--- src/rtl/transport_rx_pkg.sv ---
// Shared definitions for the transport receiver: header codes, sample type, FSM states.
// Latency: n/a (package only).
// Backpressure: n/a (package only).
package transport_rx_pkg;

    localparam logic [7:0] HDR_CTRL  = 8'h40;
    localparam logic [7:0] HDR_AUDIO = 8'h80;
    localparam logic [7:0] BROADCAST = 8'hFF;

    typedef logic [15:0] sample_t;

    typedef enum logic [2:0] {
        IDLE,
        ADDR,
        CTRL_HI,
        CTRL_LO,
        AUD_HI,
        AUD_LO,
        PAD,
        DISCARD
    } state_t;

endpackage

--- src/rtl/transport_rx_if.sv ---
// Byte-stream in, control/audio/status out bundle for transport_rx.
// Latency: n/a (wires only).
// Backpressure: none on the byte stream; audio is popped by the consumer via audioRd.
// Ports: byteIn/byteValid/myNum/audioRd driven by master; the rest driven by slave (the receiver).
interface transport_rx_if;
    import transport_rx_pkg::*;

    logic [7:0] byteIn;
    logic       byteValid;
    logic [7:0] myNum;
    logic [15:0] ctrlOut;
    logic       ctrlValid;
    sample_t    audioOut;
    logic       audioEmpty;
    logic       audioRd;
    logic [7:0] srcNum;
    logic       busy;
    logic       packetError;
    logic       overflow;

    modport master (
        output byteIn, byteValid, myNum, audioRd,
        input  ctrlOut, ctrlValid, audioOut, audioEmpty, srcNum, busy, packetError, overflow
    );

    modport slave (
        input  byteIn, byteValid, myNum, audioRd,
        output ctrlOut, ctrlValid, audioOut, audioEmpty, srcNum, busy, packetError, overflow
    );

endinterface

--- src/rtl/transport_rx_fifo.sv ---
// First-word-fall-through sample FIFO with occupancy count and drop strobe.
// Latency: a push is visible at head_dat the cycle after it is written.
// Backpressure: none; a push into a full FIFO without a same-cycle pop is dropped and flagged.
// Ports: clk, reset (sync, high); push_vld/push_dat in; pop_req in; head_dat, empty, full, count, drop out.
module rx_sample_fifo
    import transport_rx_pkg::*;
#(
    parameter int DEPTH = 8
) (
    input  logic                     clk,
    input  logic                     reset,
    input  logic                     push_vld,
    input  sample_t                  push_dat,
    input  logic                     pop_req,
    output sample_t                  head_dat,
    output logic                     empty,
    output logic                     full,
    output logic [$clog2(DEPTH):0]   count,
    output logic                     drop
);
    localparam int AW = $clog2(DEPTH);

    sample_t        mem [DEPTH];
    logic [AW-1:0]  wr_q, wr_d, rd_q, rd_d;
    logic [AW:0]    cnt_q, cnt_d;
    logic           do_push, do_pop;

    assign empty = (cnt_q == '0);
    assign full  = (cnt_q == (AW+1)'(DEPTH));
    assign count = cnt_q;

    // A pop frees the slot in the same edge, so a full FIFO can still take a push.
    assign do_pop  = pop_req && !empty;
    assign do_push = push_vld && (!full || do_pop);
    assign drop    = push_vld && full && !do_pop;

    assign head_dat = empty ? '0 : mem[rd_q];

    always_comb begin
        wr_d  = do_push ? wr_q + AW'(1) : wr_q;
        rd_d  = do_pop  ? rd_q + AW'(1) : rd_q;
        cnt_d = cnt_q + (AW+1)'(do_push) - (AW+1)'(do_pop);
    end

    always_ff @(posedge clk) begin
        if (reset) begin
            wr_q  <= '0;
            rd_q  <= '0;
            cnt_q <= '0;
        end else begin
            wr_q  <= wr_d;
            rd_q  <= rd_d;
            cnt_q <= cnt_d;
        end
    end

    always_ff @(posedge clk) begin
        if (do_push) begin
            mem[wr_q] <= push_dat;
        end
    end

endmodule

--- src/rtl/transport_rx.sv ---
// Packet receiver: parses header/source/payload bytes into control words and an audio sample FIFO.
// Latency: ctrlValid one cycle after the control low byte; a sample reaches the FIFO two cycles after its low byte.
// Backpressure: none on bytes; audio overflow drops samples and sets sticky overflow.
// Ports: clk, reset (sync, high), bus (transport_rx_if.slave).
// Optional: TRANSPORT_RX_FILTER_EN drops packets whose source is neither myNum nor broadcast.
module transport_rx
    import transport_rx_pkg::*;
#(
    parameter int PACKET_BYTES = 16,
    parameter int FIFO_DEPTH   = 8
) (
    input  logic          clk,
    input  logic          reset,
    transport_rx_if.slave bus
);
    localparam int CW = $clog2(PACKET_BYTES);
    localparam logic [CW-1:0] LAST_IDX = CW'(PACKET_BYTES - 1);

    state_t      state_q, state_d;
    logic [CW-1:0] cnt_q, cnt_d;
    logic        is_ctrl_q, is_ctrl_d;
    logic [7:0]  hi_q, hi_d;
    logic [7:0]  src_q, src_d;
    logic [15:0] ctrl_q, ctrl_d;
    logic        ctrl_vld_q, ctrl_vld_d;
    logic        err_q, err_d;
    logic        busy_q, busy_d;
    logic        push_q, push_d;
    sample_t     push_dat_q, push_dat_d;
    logic        overflow_q, overflow_d;

    logic        last_byte;
    logic        src_ok;
    logic        fifo_drop, fifo_full;
    logic [$clog2(FIFO_DEPTH):0] fifo_count;

`ifdef TRANSPORT_RX_FILTER_EN
    assign src_ok = (bus.byteIn == bus.myNum) || (bus.byteIn == BROADCAST);
`else
    assign src_ok = 1'b1;
    logic unused_my_num;
    assign unused_my_num = ^bus.myNum;
`endif

    logic unused_fifo;
    assign unused_fifo = fifo_full ^ (^fifo_count);

    assign last_byte = (cnt_q == LAST_IDX);

    always_comb begin
        state_d    = state_q;
        cnt_d      = cnt_q;
        is_ctrl_d  = is_ctrl_q;
        hi_d       = hi_q;
        src_d      = src_q;
        ctrl_d     = ctrl_q;
        ctrl_vld_d = 1'b0;
        err_d      = 1'b0;
        push_d     = 1'b0;
        push_dat_d = push_dat_q;
        overflow_d = overflow_q | fifo_drop;

        if (bus.byteValid) begin
            cnt_d = last_byte ? '0 : cnt_q + CW'(1);
            unique case (state_q)
                IDLE: begin
                    if (bus.byteIn == HDR_CTRL) begin
                        state_d   = ADDR;
                        is_ctrl_d = 1'b1;
                    end else if (bus.byteIn == HDR_AUDIO) begin
                        state_d   = ADDR;
                        is_ctrl_d = 1'b0;
                    end else begin
                        state_d = DISCARD;
                        err_d   = 1'b1;
                    end
                end
                ADDR: begin
                    if (src_ok) begin
                        src_d   = bus.byteIn;
                        state_d = is_ctrl_q ? CTRL_HI : AUD_HI;
                    end else begin
                        state_d = DISCARD;
                    end
                end
                CTRL_HI: begin
                    hi_d    = bus.byteIn;
                    state_d = CTRL_LO;
                end
                CTRL_LO: begin
                    ctrl_d     = {hi_q, bus.byteIn};
                    ctrl_vld_d = 1'b1;
                    state_d    = PAD;
                end
                AUD_HI: begin
                    hi_d    = bus.byteIn;
                    state_d = AUD_LO;
                end
                AUD_LO: begin
                    push_d     = 1'b1;
                    push_dat_d = {hi_q, bus.byteIn};
                    state_d    = AUD_HI;
                end
                default: ; // PAD / DISCARD wait for the final byte
            endcase
            // The final byte closes the packet regardless of what it carried.
            if (last_byte) begin
                state_d = IDLE;
            end
        end

        busy_d = (state_d != IDLE);
    end

    always_ff @(posedge clk) begin
        if (reset) begin
            state_q    <= IDLE;
            cnt_q      <= '0;
            is_ctrl_q  <= 1'b0;
            hi_q       <= '0;
            src_q      <= '0;
            ctrl_q     <= '0;
            ctrl_vld_q <= 1'b0;
            err_q      <= 1'b0;
            busy_q     <= 1'b0;
            push_q     <= 1'b0;
            push_dat_q <= '0;
            overflow_q <= 1'b0;
        end else begin
            state_q    <= state_d;
            cnt_q      <= cnt_d;
            is_ctrl_q  <= is_ctrl_d;
            hi_q       <= hi_d;
            src_q      <= src_d;
            ctrl_q     <= ctrl_d;
            ctrl_vld_q <= ctrl_vld_d;
            err_q      <= err_d;
            busy_q     <= busy_d;
            push_q     <= push_d;
            push_dat_q <= push_dat_d;
            overflow_q <= overflow_d;
        end
    end

    rx_sample_fifo #(.DEPTH(FIFO_DEPTH)) u_fifo (
        .clk      (clk),
        .reset    (reset),
        .push_vld (push_q),
        .push_dat (push_dat_q),
        .pop_req  (bus.audioRd),
        .head_dat (bus.audioOut),
        .empty    (bus.audioEmpty),
        .full     (fifo_full),
        .count    (fifo_count),
        .drop     (fifo_drop)
    );

    assign bus.ctrlOut     = ctrl_q;
    assign bus.ctrlValid   = ctrl_vld_q;
    assign bus.srcNum      = src_q;
    assign bus.busy        = busy_q;
    assign bus.packetError = err_q;
    assign bus.overflow    = overflow_q;

endmodule

--- src/flat_wrapper.sv ---
// flat-port wrapper written by rule: the top's interface ports become plain ports
module transport_rx_flat import transport_rx_pkg::*;
#(
    parameter int PACKET_BYTES = 16,
    parameter int FIFO_DEPTH   = 8
)
  (clk, reset, bus_byteIn, bus_byteValid, bus_myNum, bus_audioRd, bus_ctrlOut, bus_ctrlValid, bus_audioOut, bus_audioEmpty, bus_srcNum, bus_busy, bus_packetError, bus_overflow);
  transport_rx_if bus_i ();
  input  logic clk;
  input  logic reset;
  input wire logic [$bits(bus_i.byteIn)-1:0] bus_byteIn;
  input wire logic [$bits(bus_i.byteValid)-1:0] bus_byteValid;
  input wire logic [$bits(bus_i.myNum)-1:0] bus_myNum;
  input wire logic [$bits(bus_i.audioRd)-1:0] bus_audioRd;
  output wire logic [$bits(bus_i.ctrlOut)-1:0] bus_ctrlOut;
  output wire logic [$bits(bus_i.ctrlValid)-1:0] bus_ctrlValid;
  output wire logic [$bits(bus_i.audioOut)-1:0] bus_audioOut;
  output wire logic [$bits(bus_i.audioEmpty)-1:0] bus_audioEmpty;
  output wire logic [$bits(bus_i.srcNum)-1:0] bus_srcNum;
  output wire logic [$bits(bus_i.busy)-1:0] bus_busy;
  output wire logic [$bits(bus_i.packetError)-1:0] bus_packetError;
  output wire logic [$bits(bus_i.overflow)-1:0] bus_overflow;
  assign bus_i.byteIn = bus_byteIn;
  assign bus_i.byteValid = bus_byteValid;
  assign bus_i.myNum = bus_myNum;
  assign bus_i.audioRd = bus_audioRd;
  assign bus_ctrlOut = bus_i.ctrlOut;
  assign bus_ctrlValid = bus_i.ctrlValid;
  assign bus_audioOut = bus_i.audioOut;
  assign bus_audioEmpty = bus_i.audioEmpty;
  assign bus_srcNum = bus_i.srcNum;
  assign bus_busy = bus_i.busy;
  assign bus_packetError = bus_i.packetError;
  assign bus_overflow = bus_i.overflow;
  transport_rx #(.PACKET_BYTES(PACKET_BYTES), .FIFO_DEPTH(FIFO_DEPTH)) u_core (.clk(clk), .reset(reset), .bus(bus_i));
endmodule
--- config.mk ---
export PLATFORM = sky130hd
export DESIGN_NAME = transport_rx_flat
export DESIGN_NICKNAME = d
export VERILOG_FILES = /design/src/rtl/transport_rx_pkg.sv /design/src/rtl/transport_rx_if.sv /design/src/rtl/transport_rx_fifo.sv /design/src/rtl/transport_rx.sv /design/src/flat_wrapper.sv
export SDC_FILE = /design/constraint.sdc
export NUM_CORES = 1
export LEC_CHECK = 0
export BUFFER_PORTS_ARGS = -buffer_cell sky130_fd_sc_hd__buf_2
export CORE_ASPECT_RATIO = 1.5
export CORE_MARGIN = 8
export CORE_UTILIZATION = 45
export DETAILED_ROUTE_END_ITERATION = 10
export SLEW_MARGIN = 40
export SYNTH_ARGS = -nofsm -noshare
export SYNTH_HDL_FRONTEND = slang
export SYNTH_SLANG_ARGS = --single-unit
--- constraint.sdc ---
create_clock -name clk -period 7.5 [get_ports clk]
set_input_delay 1.5 -clock clk [delete_from_list [all_inputs] [get_ports clk]]
set_output_delay 1.5 -clock clk [all_outputs]
set_load 0.05 [all_outputs]
## After elaboration in Yosys (flattened, before gate mapping)

Memory sizes are Yosys's and may differ from the RTL's. A register that Yosys moved wholly into a read port is not among the register bits.
Cells that the tools add are included.

- $add $sub $neg: 5
- Reductions and logical operators: 20
- Bitwise logic cells: 3
- Multiplexer cells: 17
- Eq/ne operators: 9

Operator list:

| cell | number |
|---|---|
| 2-to-1 mux 3 bit | 7 |
| case mux 3 bit (6 select lines) | 1 |
| 2-to-1 mux 16 bit | 1 |
| == test 4 bit (second input constant) | 2 |
| == test 8 x 7 -> 1 bit (second input constant) | 1 |
| == test 8 bit (second input constant) | 1 |
| AND reduction 2 bit | 4 |
| 2-to-1 mux 1 bit | 7 |
| adder 3 x 1 -> 3 bit (second input constant) | 2 |
| == test 3 x 2 -> 1 bit (second input constant) | 2 |
| == test 3 bit (second input constant) | 2 |
| adder 4 x 1 -> 4 bit | 1 |
| adder 4 x 1 -> 4 bit (second input constant) | 1 |
| logical AND 1 bit | 4 |
| zero test 4 bit | 1 |
| 2-to-1 mux 4 bit | 1 |
| OR reduction 2 bit | 2 |
| OR reduction 4 bit | 1 |
| subtractor 4 x 1 -> 4 bit | 1 |
| == test 3 x 1 -> 1 bit (second input constant) | 1 |
| zero test 1 bit | 3 |
| zero test 3 bit | 1 |
| AND reduction 3 bit | 1 |
| nonzero test 3 bit | 1 |
| 4 further kinds | 5 |

- Register bits after elaboration: 71
- Input port bits: 20
- Memories kept: 1
- Bits in writable memories: 128
- Output and inout port bits: 45
- Word-level logic and storage cells: 70

Memories:

| memory | depth | width | rd ports | clocked after Yosys merged registers in | wr ports | RTL line | source |
|---|---|---|---|---|---|---|---|
| u_core.u_fifo.mem | 8 | 16 | 1 | 1 | 1 | transport_rx_fifo.sv:23 | `sample_t mem [DEPTH];` |

## Longest topological paths before layout

Gate-level depths: netlist (run 1).

- Word-level depth: 7
- Gate-level depth with buffers: 12
- Mapped depth without buffers: 12

## Cells and area by module

From an unflattened synthesis (run 1), not the netlist that was laid out.

- Cells, all modules: 538
- Area, all modules: 7885.1 sq um

Modules (own cells, without submodules):

| module | area an instance (sq um) | sequential area each (sq um) | cells each | times used |
|---|---|---|---|---|
| rx_sample_fifo | 5585.4 | 4103.9 | 272 | 1 |
| transport_rx | 2299.7 | 1221.2 | 266 | 1 |

## Worst setup path before layout (run 1)

Ideal clock, no wire load.

- Kind: in2reg
- Start point: in bus_audioRd
- End point: mem u_core.u_fifo.mem[2][0] in the netlist's numbering (enable)
- Arrival time: 3.818 ns
- Required time: 7.064 ns
- Path slack: 3.246 ns
- Buffers on the path: 0
- Library setup time: 0.436 ns
- Cell stages on the path: 4
- Path through: and2b_1 > o31a_1 > clkinv_1 > nor4b_1

- Longest elaborated chain between the ends: 5

Ends and longest elaborated chain:

| what | RTL line | source |
|---|---|---|
| from (decl) | flat_wrapper.sv:14 | `input wire logic [$bits(bus_i.audioRd)-1:0] bus_audioRd;` |
| logical AND 1 bit | transport_rx_fifo.sv:33 | `assign do_pop = pop_req && !empty;` |
| logical OR 1 bit | transport_rx_fifo.sv:34 | `assign do_push = push_vld && (!full \|\| do_pop);` |
| logical AND 1 bit | transport_rx_fifo.sv:34 |  |
| 2-to-1 mux 1 bit | transport_rx_fifo.sv:58 | `if (do_push) begin` |
| 2-to-1 mux 1 bit (implied by the code) | transport_rx_fifo.sv:59 | `mem[wr_q] <= push_dat;` |
| to (decl) | transport_rx_fifo.sv:23 |  |

No other way between the ends.

## Final worst setup path (run 1)

- Start point: reg u_core.u_fifo.cnt_q[2], in the netlist u_core.u_fifo.count[2]
- End point: out bus_audioOut[5]

- Longest elaborated chain between the ends: 2

Ends and longest elaborated chain:

| what | RTL line | source |
|---|---|---|
| from (decl) | transport_rx_fifo.sv:25 | `logic [AW:0] cnt_q, cnt_d;` |
| from (signal assigned) | transport_rx_fifo.sv:53 | `cnt_q <= cnt_d;` |
| zero test 4 bit | transport_rx_fifo.sv:28 | `assign empty = (cnt_q == '0);` |
| 2-to-1 mux 16 bit | transport_rx_fifo.sv:37 | `assign head_dat = empty ? '0 : mem[rd_q];` |
| to (decl) | flat_wrapper.sv:17 | `output wire logic [$bits(bus_i.audioOut)-1:0] bus_audioOut;` |

No other way between the ends.

==> impl_results.md, run 1 <==
* Main flop type after synthesis: edfxtp_1
* Critical Path Start Type: flop
* Die Height at 177 um
* Asr flop ratio synth at 0%
* Seq/Total Area, Yosys at 68.2%
* Unrepaired setup endpoints after global routing: false
* Max Clk Rate at 0.252 GHz
* Antenna-violating nets left at 0
* Die width at 124 um
* Via/cell ratio at 5.43
* Antenna Diode Count at 0
* Hpwl dp at 9810 um
* Total number of vias at 4446
* Most frequent cell after synthesis: edfxtp_1
* Worst-margin pin slew at 0.756 ns
* H-tree levels at 1
* Largest family of logic cells by synthesized area: multiplexers
* # setup viols final at 0
* Initial antenna violation count at 0
* Max Root-Sink Buffers at 3
* Placed cells at 786
* First-pass GRT wire length at 24900 um
* Synth cell types at 54
* CTS buffer count at 19
* Post-synthesis adder-cell area fraction at 1.70%
* Req. time, crit path at 6.00 ns
* CTS tree: yes
* Post-synthesis average cell area at 14.5 um2
* Rows at 59
* Sw frac at 28.9%
* Top-area cell type share of the netlist area at 49.2%
* NumNets Final at 624
* Post-CTS Hold Buffers at 0
* Clock Sinks at 202
* Status: finished, final reports clean
* Number of synthesized flops with an enable pin at 128
* Synth Cell Area at 7810 um2
* Largest net degree at the start of global routing at 77
* I/O Buffers at 56
* Die area at 21900 um2
* GRT Residual Overflow at 0
* Shortest period the worst path allows at 3.96 ns
* Root buffer cell: clkbuf_16
* Compound-Gate Fraction of Synth Area at 7.21%
* Slew HR at 49.6%
* Final slew viol count at 0
* Mapped Nets at 568
* # IOs at 65
* LEAKAGE at 3.13 nW
* Synth top cells by count: edfxtp_1 (128), dfxtp_1 (74), nand2_1 (67)
* Critical Path AT at 2.46 ns
* Layout cell share with drive strength beyond 1 at 23.6%
* DR iter-0 viols at 157
* Clk slew on worst S/H paths at 0.06 ns
* DR DRC count at 0
* Clk pwr share at 32.6%
* Synth Register Bits at 202
* Cts repair resizes at 0
* Critical Path Fanout Max at 16
* Simple-gate share of the synthesized area at 8.59%
* Worst-Skew Late Latency at 0.47 ns
* Area delta synth->final at 14.7%
* Setup TNS at 0 ns
* WL final at 15500 um
* Total track usage at 14.6%
* Final Skew at 0.00576 ns
* Vias in the first global route at 4697
* Gp weighted congestion at 0.733
* Pwr dens at 304 nW/um2
* Tcrit/Tclk final at 52.8%
* Final Hold Viols at 0
* Comb power frac at 21.6%
* Synth Instances at 538
* Synth area leaders: edfxtp_1 (49%), dfxtp_1 (19%), mux4_2 (9.2%)
* Max-cap violations at 0
* Crit path capture type: output port
* Cell taking the most area after synthesis: edfxtp_1
* Worst vdd ir at 0.000176 V
* Setup bufs post-CTS at 0
* Wire length per cell at 18.9 um
* Worst min-delay path class: reg -> reg
* XOR/XNOR share of the synthesized area at 0.785%
* Core Box Area at 17200 um2
* Initial Util at 45.4%
* Crit path kind: reg -> out
* First drt pass iteration count at 4
* Sequential Power Share at 45.8%
* Mux share of post-synthesis cell area at 10.8%
* Ys Warns at 0
* NetSw at 0.786 mW
* Internal at 1.93 mW
* Final Non-Filler Cells at 819
## routing by layer
metal / vias to the layer above / routed length [um] / GRT usage (%)
li1: 2125 / - / -
met4: 0 / 197 / 3.73
met2: 83 / 8100 / 26.3
met5: - / 0 / 0
met1: 2223 / 6530 / 17.6
met3: 15 / 637 / 2.39
## power by group through the flow
stage | Combinational (mW) | Sequential [mW] | Clock [mW]
floorplan | 0.483 | 1.26 | 0
global placement | 0.593 | 1.27 | 0
detailed placement | 0.604 | 1.27 | 0
CTS | 0.606 | 1.25 | 0.909
global route | 0.643 | 1.25 | 0.951
finish | 0.589 | 1.25 | 0.886
## final timing paths
check	slack [ns]	depth (start not counted)	start	endpoint
min	0.46	2	u_core.bus.ctrlOut[0]$_SDFFE_PP0P_	u_core.bus.ctrlOut[0]$_SDFFE_PP0P_
max	3.54	7	u_core.u_fifo.count[2]$_SDFF_PP0_	bus_audioOut[5]
max reg2reg	4.66	11	u_core.u_fifo.count[2]$_SDFF_PP0_	u_core.u_fifo.count[3]$_SDFF_PP0_
min reg2reg	0.46	2	u_core.bus.ctrlOut[0]$_SDFFE_PP0P_	u_core.bus.ctrlOut[0]$_SDFFE_PP0P_
## final cells by class
class / instances / area, um2
inverters: 15 / 56.3
flip-flops and latches: 202 / 5330
well taps: 213 / 267
clock inverters: 5 / 47.5
repair buffers: 68 / 385
clock buffers: 28 / 519
fillers: 1465 / 8240
multi-input cells: 288 / 2350
## sequential cells by signal, indices dropped and copies added, names as in the netlist, 4 cells and up, named ones only
signal               cells
u_core.cnt_q             4
u_core.push_dat_q       16
u_core.u_fifo.mem      128
u_core.hi_q              8
u_core.bus.srcNum        8
u_core.u_fifo.count      4
u_core.bus.ctrlOut      16
## placed cells by master, fill, tap and decap left out, types with 9 or more instances in the layout
master | netlist | final
edfxtp_1 | 128 | 128
dfxtp_1 | 74 | 72
nand2_1 | 67 | 67
buf_2 | 12 | 56
a21oi_1 | 46 | 46
mux4_2 | 32 | 32
nor2_1 | 25 | 25
clkbuf_16 | 0 | 19
a22o_1 | 16 | 16
inv_1 | 14 | 14
nand3_1 | 11 | 11
mux2i_1 | 10 | 10
o21ai_0 | 10 | 10
ha_1 | 9 | 9
## stage by stage
| step | setup slack [ns] | power (mW) | hold WS [ns] | utilization, % | instance area [um2] |
|---|---|---|---|---|---|
| after floorplan | 3.25 | 1.74 | 0.442 | - | 7810 |
| after global placement | 3.63 | 1.86 | 0.441 | 48.4 | 8330 |
| after detailed placement | 3.62 | 1.88 | 0.448 | 48.8 | 8390 |
| after CTS | 3.44 | 2.76 | 0.457 | 52.1 | 8960 |
| after global routing | 3.37 | 2.85 | 0.479 | 52.1 | 8960 |
| final | 3.54 | 2.72 | 0.459 | 52.1 | 8960 |
## critical path: stages, from the launching register on
cell and delay (ns):
dfxtp_1 0.31, inv_1 0.07, ha_1 0.22, or3b_4 0.26, inv_1 0.11, nor2_4 0.47, a22o_1 0.29, buf_2 0.28
## logic make-up (layout without fill, tap and decap cells)
family | after synthesis | count (layout)
AO/OA/AOI/OAI | 88 | 88
XOR/XNOR | 7 | 7
adder cells (fa/ha/maj) | 10 | 10
buffers and inverters | 48 | 116
flip-flops | 202 | 202
multiplexers | 44 | 44
AND/OR/NAND/NOR | 139 | 139
(Power assumes the default switching activity.)
==> inputs of run 2 (changes only) <==
==> constraint.sdc (replaced) <==
create_clock -name clk -period 4.09 [get_ports clk]
set_input_delay 0.818 -clock clk [delete_from_list [all_inputs] [get_ports clk]]
set_output_delay 0.818 -clock clk [all_outputs]
set_load 0.05 [all_outputs]
==> impl_results.md, run 2 (synthesis gave the netlist of run 1 again) <==
* Crit path kind: reg -> out
* First drt pass iteration count at 4 (unchanged)
* Power Total at 5.06 mW (+86%)
* Crit path capture type: output port
* Core Box Area at 17200 um2 (unchanged)
* Total number of vias at 4459 (+0.29%)
* Final Hold Viols at 0 (unchanged)
* Critical Path Start Type: flop
* Req. time, crit path at 3.27 ns (-2.73 ns)
* CTS buffer count at 19 (unchanged)
* Slew HR at 45.2% (-4.3 points)
* Worst-Skew Late Latency at 0.47 ns (about the same)
* LEAKAGE at 3.13 nW (about the same)
* DR DRC count at 0 (unchanged)
* Wire length per cell at 19.2 um (+1.7%)
* DR iter-0 viols at 172 (+9.6%)
* Worst vdd ir at 0.000337 V (+91%)
* Hpwl dp at 10200 um (+3.7%)
* Post-CTS Hold Buffers at 0 (unchanged)
* Antenna Diode Count at 0 (unchanged)
* Max Root-Sink Buffers at 3 (unchanged)
* Worst min-delay path class: reg -> reg
* Rows at 59 (unchanged)
* Gp weighted congestion at 0.727 (-0.75%)
* Initial antenna violation count at 0 (unchanged)
* CTS tree: yes
* Critical Path Fanout Max at 10 (-6)
* Pwr dens at 565 nW/um2 (+86%)
* I/O Buffers at 56 (unchanged)
* Cts repair resizes at 0 (unchanged)
* Initial Util at 45.4% (unchanged)
* Worst-margin pin slew at 0.821 ns (+0.0652 ns)
* Unrepaired setup endpoints after global routing: false
* First-pass GRT wire length at 25200 um (+0.97%)
* Total track usage at 14.8% (+0.25 points)
* # setup viols final at 0 (unchanged)
* WL final at 15800 um (+2.0%)
* Fillcell total at 1464 (-0.068%)
* Die Height at 177 um (unchanged)
* Critical Path AT at 2.58 ns (+0.12 ns)
* Max-cap violations at 0 (unchanged)
* Final slew viol count at 0 (unchanged)
* Shortest period the worst path allows at 3.40 ns
* Antenna-violating nets left at 0 (unchanged)
* Commonest non-fill, non-tap cells in the layout: edfxtp_1 (128), dfxtp_1 (73), nand2_1 (67)
* Setup TNS at 0 ns (unchanged)
* Clk slew on worst S/H paths at 0.06 ns (about the same)
* NumNets Final at 626 (+0.32%)
* Status: finished, final reports clean
* Setup bufs post-CTS at 0 (unchanged)
* Largest net degree at the start of global routing at 47 (-39%)
* Most common cell after layout, fill and taps aside: edfxtp_1
* Max Clk Rate at 0.294 GHz
* Tcrit/Tclk final at 83.1%
* Top reg by flops: u_core.u_fifo.mem
* Cell area after layout at 8960 um2 (about the same)
* Die area at 21900 um2 (unchanged)
* # IOs at 65 (unchanged)
* H-tree levels at 1 (unchanged)
* Root buffer cell: clkbuf_16
* Final Skew at 0.0119 ns (+0.00611 ns)
* Vias in the first global route at 4740 (+0.92%)
* GRT Residual Overflow at 0 (unchanged)
* Die width at 124 um (unchanged)
* Via/cell ratio at 5.43 (about the same)
* Layout cell share with drive strength beyond 1 at 24.0% (+0.42 points)
* Largest register FFs at 128 (unchanged)
* Clock Sinks at 202 (unchanged)
* Area delta synth->final at 14.7% (about the same)
* Placed Area at 8370 um2 (-0.27%)
[run 2: cell count changes in the layout (fill, tap and decap cells not counted), moves of 2 or more]
cell,previous run,this run
buf_4,8,14
buf_6,4,0
clkbuf_1,8,6
clkbuf_8,1,3
nor3_2,0,2
nor3_4,2,0
[run 2: final cells by class]
type / count / area (um2) / share of cell area (%)
Timing Repair Buffer: 70 / 385 / 4.30
Inverter: 15 / 56.3 / 0.628
Multi-Input combinational cell: 288 / 2330 / 26.0
Sequential cell: 202 / 5330 / 59.5
Clock buffer: 29 / 547 / 6.10
Clock inverter: 4 / 43.8 / 0.489
Tap cell: 213 / 267 / 2.97
[run 2: critical path: stages, from the launching register on]
cell and delay (ns):
dfxtp_1 0.31, inv_1 0.07, ha_1 0.22, or3b_4 0.26, inv_1 0.10, nor2_2 0.39
buf_4 0.29, a22o_1 0.19, buf_2 0.27
[run 2: per-layer routing]
metal,up-vias,GRT usage [%],part of all wire [%]
li1,2132,-,-
met2,81,27.7,54
met3,16,2.77,4.0
met4,0,3.93,1.4
met5,-,0,0
met1,2230,16.7,40
[run 2: where the power goes]
group          leakage [nW]  switching (mW)  internal, mW  total (mW)
logic                  1.03           0.709         0.419        1.13
clock network         0.291           0.695         0.983        1.68
registers              1.81          0.0561          2.20        2.26
total                  3.13            1.46          3.61        5.06
[run 2: per-stage QoR]
stage	worst slack, ns	instances	util (%)	hold slack, ns
2_1_floorplan	0.518	538	-	0.442
3_3_place_gp	1.05	788	48.6	0.440
3_5_place_dp	0.961	788	48.7	0.447
4_1_cts	0.627	821	52.1	0.456
5_1_grt	0.557	821	52.1	0.476
6_report	0.691	821	52.1	0.455
[run 2: worst paths after layout]
kind	from	endpoint	slack [ns]	depth (start not counted)
max	u_core.u_fifo.count[2]$_SDFF_PP0_	bus_audioOut[10]	0.69	8
min	u_core.bus.ctrlOut[12]$_SDFFE_PP0P_	u_core.bus.ctrlOut[12]$_SDFFE_PP0P_	0.46	2
max reg2reg	u_core.u_fifo.count[2]$_SDFF_PP0_	u_core.u_fifo.count[2]$_SDFF_PP0_	1.27	12
min reg2reg	u_core.bus.ctrlOut[12]$_SDFFE_PP0P_	u_core.bus.ctrlOut[12]$_SDFFE_PP0P_	0.46	2
==> inputs of run 3 (changes only) <==
==> constraint.sdc (replaced) <==
create_clock -name clk -period 3.4 [get_ports clk]
set_input_delay 0.68 -clock clk [delete_from_list [all_inputs] [get_ports clk]]
set_output_delay 0.68 -clock clk [all_outputs]
set_load 0.05 [all_outputs]
==> impl_results.md, run 3 (synthesis gave the netlist of run 1 again) <==
* Sw frac at 29.4% (+0.56 points)
* Worst-margin pin slew at 0.713 ns (-0.109 ns)
* Critical Path Start Type: flop
* Critical Path Fanout Max at 16 (+6)
* Status: finished, final reports clean
* Clk slew on worst S/H paths at 0.06 ns (about the same)
* Commonest non-fill, non-tap cells in the layout: edfxtp_1 (128), dfxtp_1 (73), nand2_1 (67)
* NumNets Final at 627 (+0.16%)
* Largest register FFs at 128 (unchanged)
* Die area at 21900 um2 (unchanged)
* Worst min-delay path class: reg -> reg
* Pwr dens at 674 nW/um2 (+19%)
* Max-cap violations at 0 (unchanged)
* Dpl ws at 0.712 ns (-0.249 ns)
* Cts repair resizes at 0 (unchanged)
* Final Skew at 0.0133 ns (+0.00144 ns)
* WL final at 15700 um (-0.24%)
* Placed Area at 8380 um2 (+0.13%)
* DR iter-0 viols at 215 (+25%)
* Top reg by flops: u_core.u_fifo.mem
* Die Height at 177 um (unchanged)
* Antenna Diode Count at 0 (unchanged)
* Tcrit/Tclk final at 90.2%
* Core Box Area at 17200 um2 (unchanged)
* Slew HR at 52.2% (+7.0 points)
* # IOs at 65 (unchanged)
* Critical Path AT at 2.39 ns (-0.19 ns)
* Comb power frac at 22.6% (+0.3 points)
* Crit path capture type: output port
* Req. time, crit path at 2.72 ns (-0.55 ns)
* CTS tree: yes
* First-pass GRT wire length at 25600 um (+1.6%)
* Final Hold Viols at 0 (unchanged)
* Die width at 124 um (unchanged)
* H-tree levels at 1 (unchanged)
* Shortest period the worst path allows at 3.07 ns
* Max Root-Sink Buffers at 3 (unchanged)
* NetSw at 1.77 mW (+21%)
* Clk pwr share at 32.4% (-0.7 points)
* Setup TNS at 0 ns (unchanged)
* Internal at 4.26 mW (+18%)
* Area delta synth->final at 14.5%
* Total number of vias at 4455 (-0.090%)
* Worst-Skew Late Latency at 0.48 ns (about the same)
* Hpwl dp at 10000 um (-1.5%)
* Worst vdd ir at 0.000376 V (+12%)
* # setup viols final at 0 (unchanged)
* Gp weighted congestion at 0.720 (-0.96%)
* Unrepaired setup endpoints after global routing: false
* Via/cell ratio at 5.43 (about the same)
* First drt pass iteration count at 4 (unchanged)
* CTS buffer count at 19 (unchanged)
* Antenna-violating nets left at 0 (unchanged)
* Largest net degree at the start of global routing at 43 (-8.5%)
* Max Clk Rate at 0.326 GHz
* Vias in the first global route at 4880 (+3.0%)
* Final slew viol count at 0 (unchanged)
* Most common cell after layout, fill and taps aside: edfxtp_1
* Sequential Power Share at 45.0% (+0.4 points)
* Root buffer cell: clkbuf_16
* Setup bufs post-CTS at 0 (unchanged)
* Layout cell share with drive strength beyond 1 at 24.3% (+0.33 points)
* Min setup slack post-route at 0.334 ns (-0.357 ns)
* Post-CTS Hold Buffers at 0 (unchanged)
* Initial antenna violation count at 0 (unchanged)
* Cell area after layout at 8940 um2 (-0.15%)
* I/O Buffers at 56 (unchanged)
* Rows at 59 (unchanged)
* Initial Util at 45.4% (unchanged)
* Total track usage at 15.0% (+0.15 points)
* Wire length per cell at 19.2 um (-0.24%)
* Clock Sinks at 202 (unchanged)
* GRT Residual Overflow at 0 (unchanged)
* Crit path kind: reg -> out
* LEAKAGE at 3.12 nW (-0.59%)
* DR DRC count at 0 (unchanged)
## run 3: changes by cell type in the layout (fill, tap and decap cells not counted), sizes merged
cell      change
buf           +1
clkbuf        -8
clkinv        +3
clkinvlp      +4
## run 3: layout make-up
cell class | count | area, um2
clock buffers | 21 | 483
well taps | 213 | 267
clock inverters | 11 | 82.6
repair buffers | 71 | 405
multi-input cells | 288 | 2320
fillers | 1459 | 8260
inverters | 15 | 56.3
flip-flops and latches | 202 | 5330
## run 3: final timing paths
path	start	to	slack [ns]	cells past startpoint
max	u_core.u_fifo.count[2]$_SDFF_PP0_	bus_audioOut[0]	0.33	8
min reg2reg	u_core.bus.ctrlOut[13]$_SDFFE_PP0P_	u_core.bus.ctrlOut[13]$_SDFFE_PP0P_	0.45	2
min	u_core.bus.ctrlOut[13]$_SDFFE_PP0P_	u_core.bus.ctrlOut[13]$_SDFFE_PP0P_	0.45	2
max reg2reg	u_core.u_fifo.count[2]$_SDFF_PP0_	u_core.u_fifo.count[2]$_SDFF_PP0_	0.77	12
## run 3: power groups by stage
stage               Combinational, mW  Sequential (mW)  Clock [mW]
floorplan                        1.07             2.77           0
finish                           1.36             2.72        1.95
global route                     1.48             2.73        2.10
CTS                              1.40             2.72        2.00
detailed placement               1.40             2.77           0
global placement                 1.37             2.77           0
## run 3: per-layer routing
layer | track usage [%] | share of wire (%) | vias to the layer above
met4 | 4.84 | 1.9 | 0
met1 | 17.4 | 42 | 2226
met5 | 0 | 0 | -
li1 | - | - | 2125
met2 | 27.4 | 53 | 79
met3 | 2.29 | 3.6 | 25
## run 3: metrics by stage
step	total power, mW	utilization, %	instances	hold WS [ns]
6_report	6.03	52.0	821	0.452
2_1_floorplan	3.84	-	538	0.442
3_5_place_dp	4.17	48.7	789	0.448
4_1_cts	6.12	52.0	821	0.459
3_3_place_gp	4.13	48.7	789	0.440
5_1_grt	6.30	52.0	821	0.479
## run 3: worst max-delay path: stages, from the launching register on
cell and delay [ns]:
dfxtp_1 0.30, inv_1 0.10, ha_1 0.22, or3b_4 0.42, inv_1 0.16, nor2_2 0.04
buf_4 0.21, a22o_1 0.26, buf_2 0.22
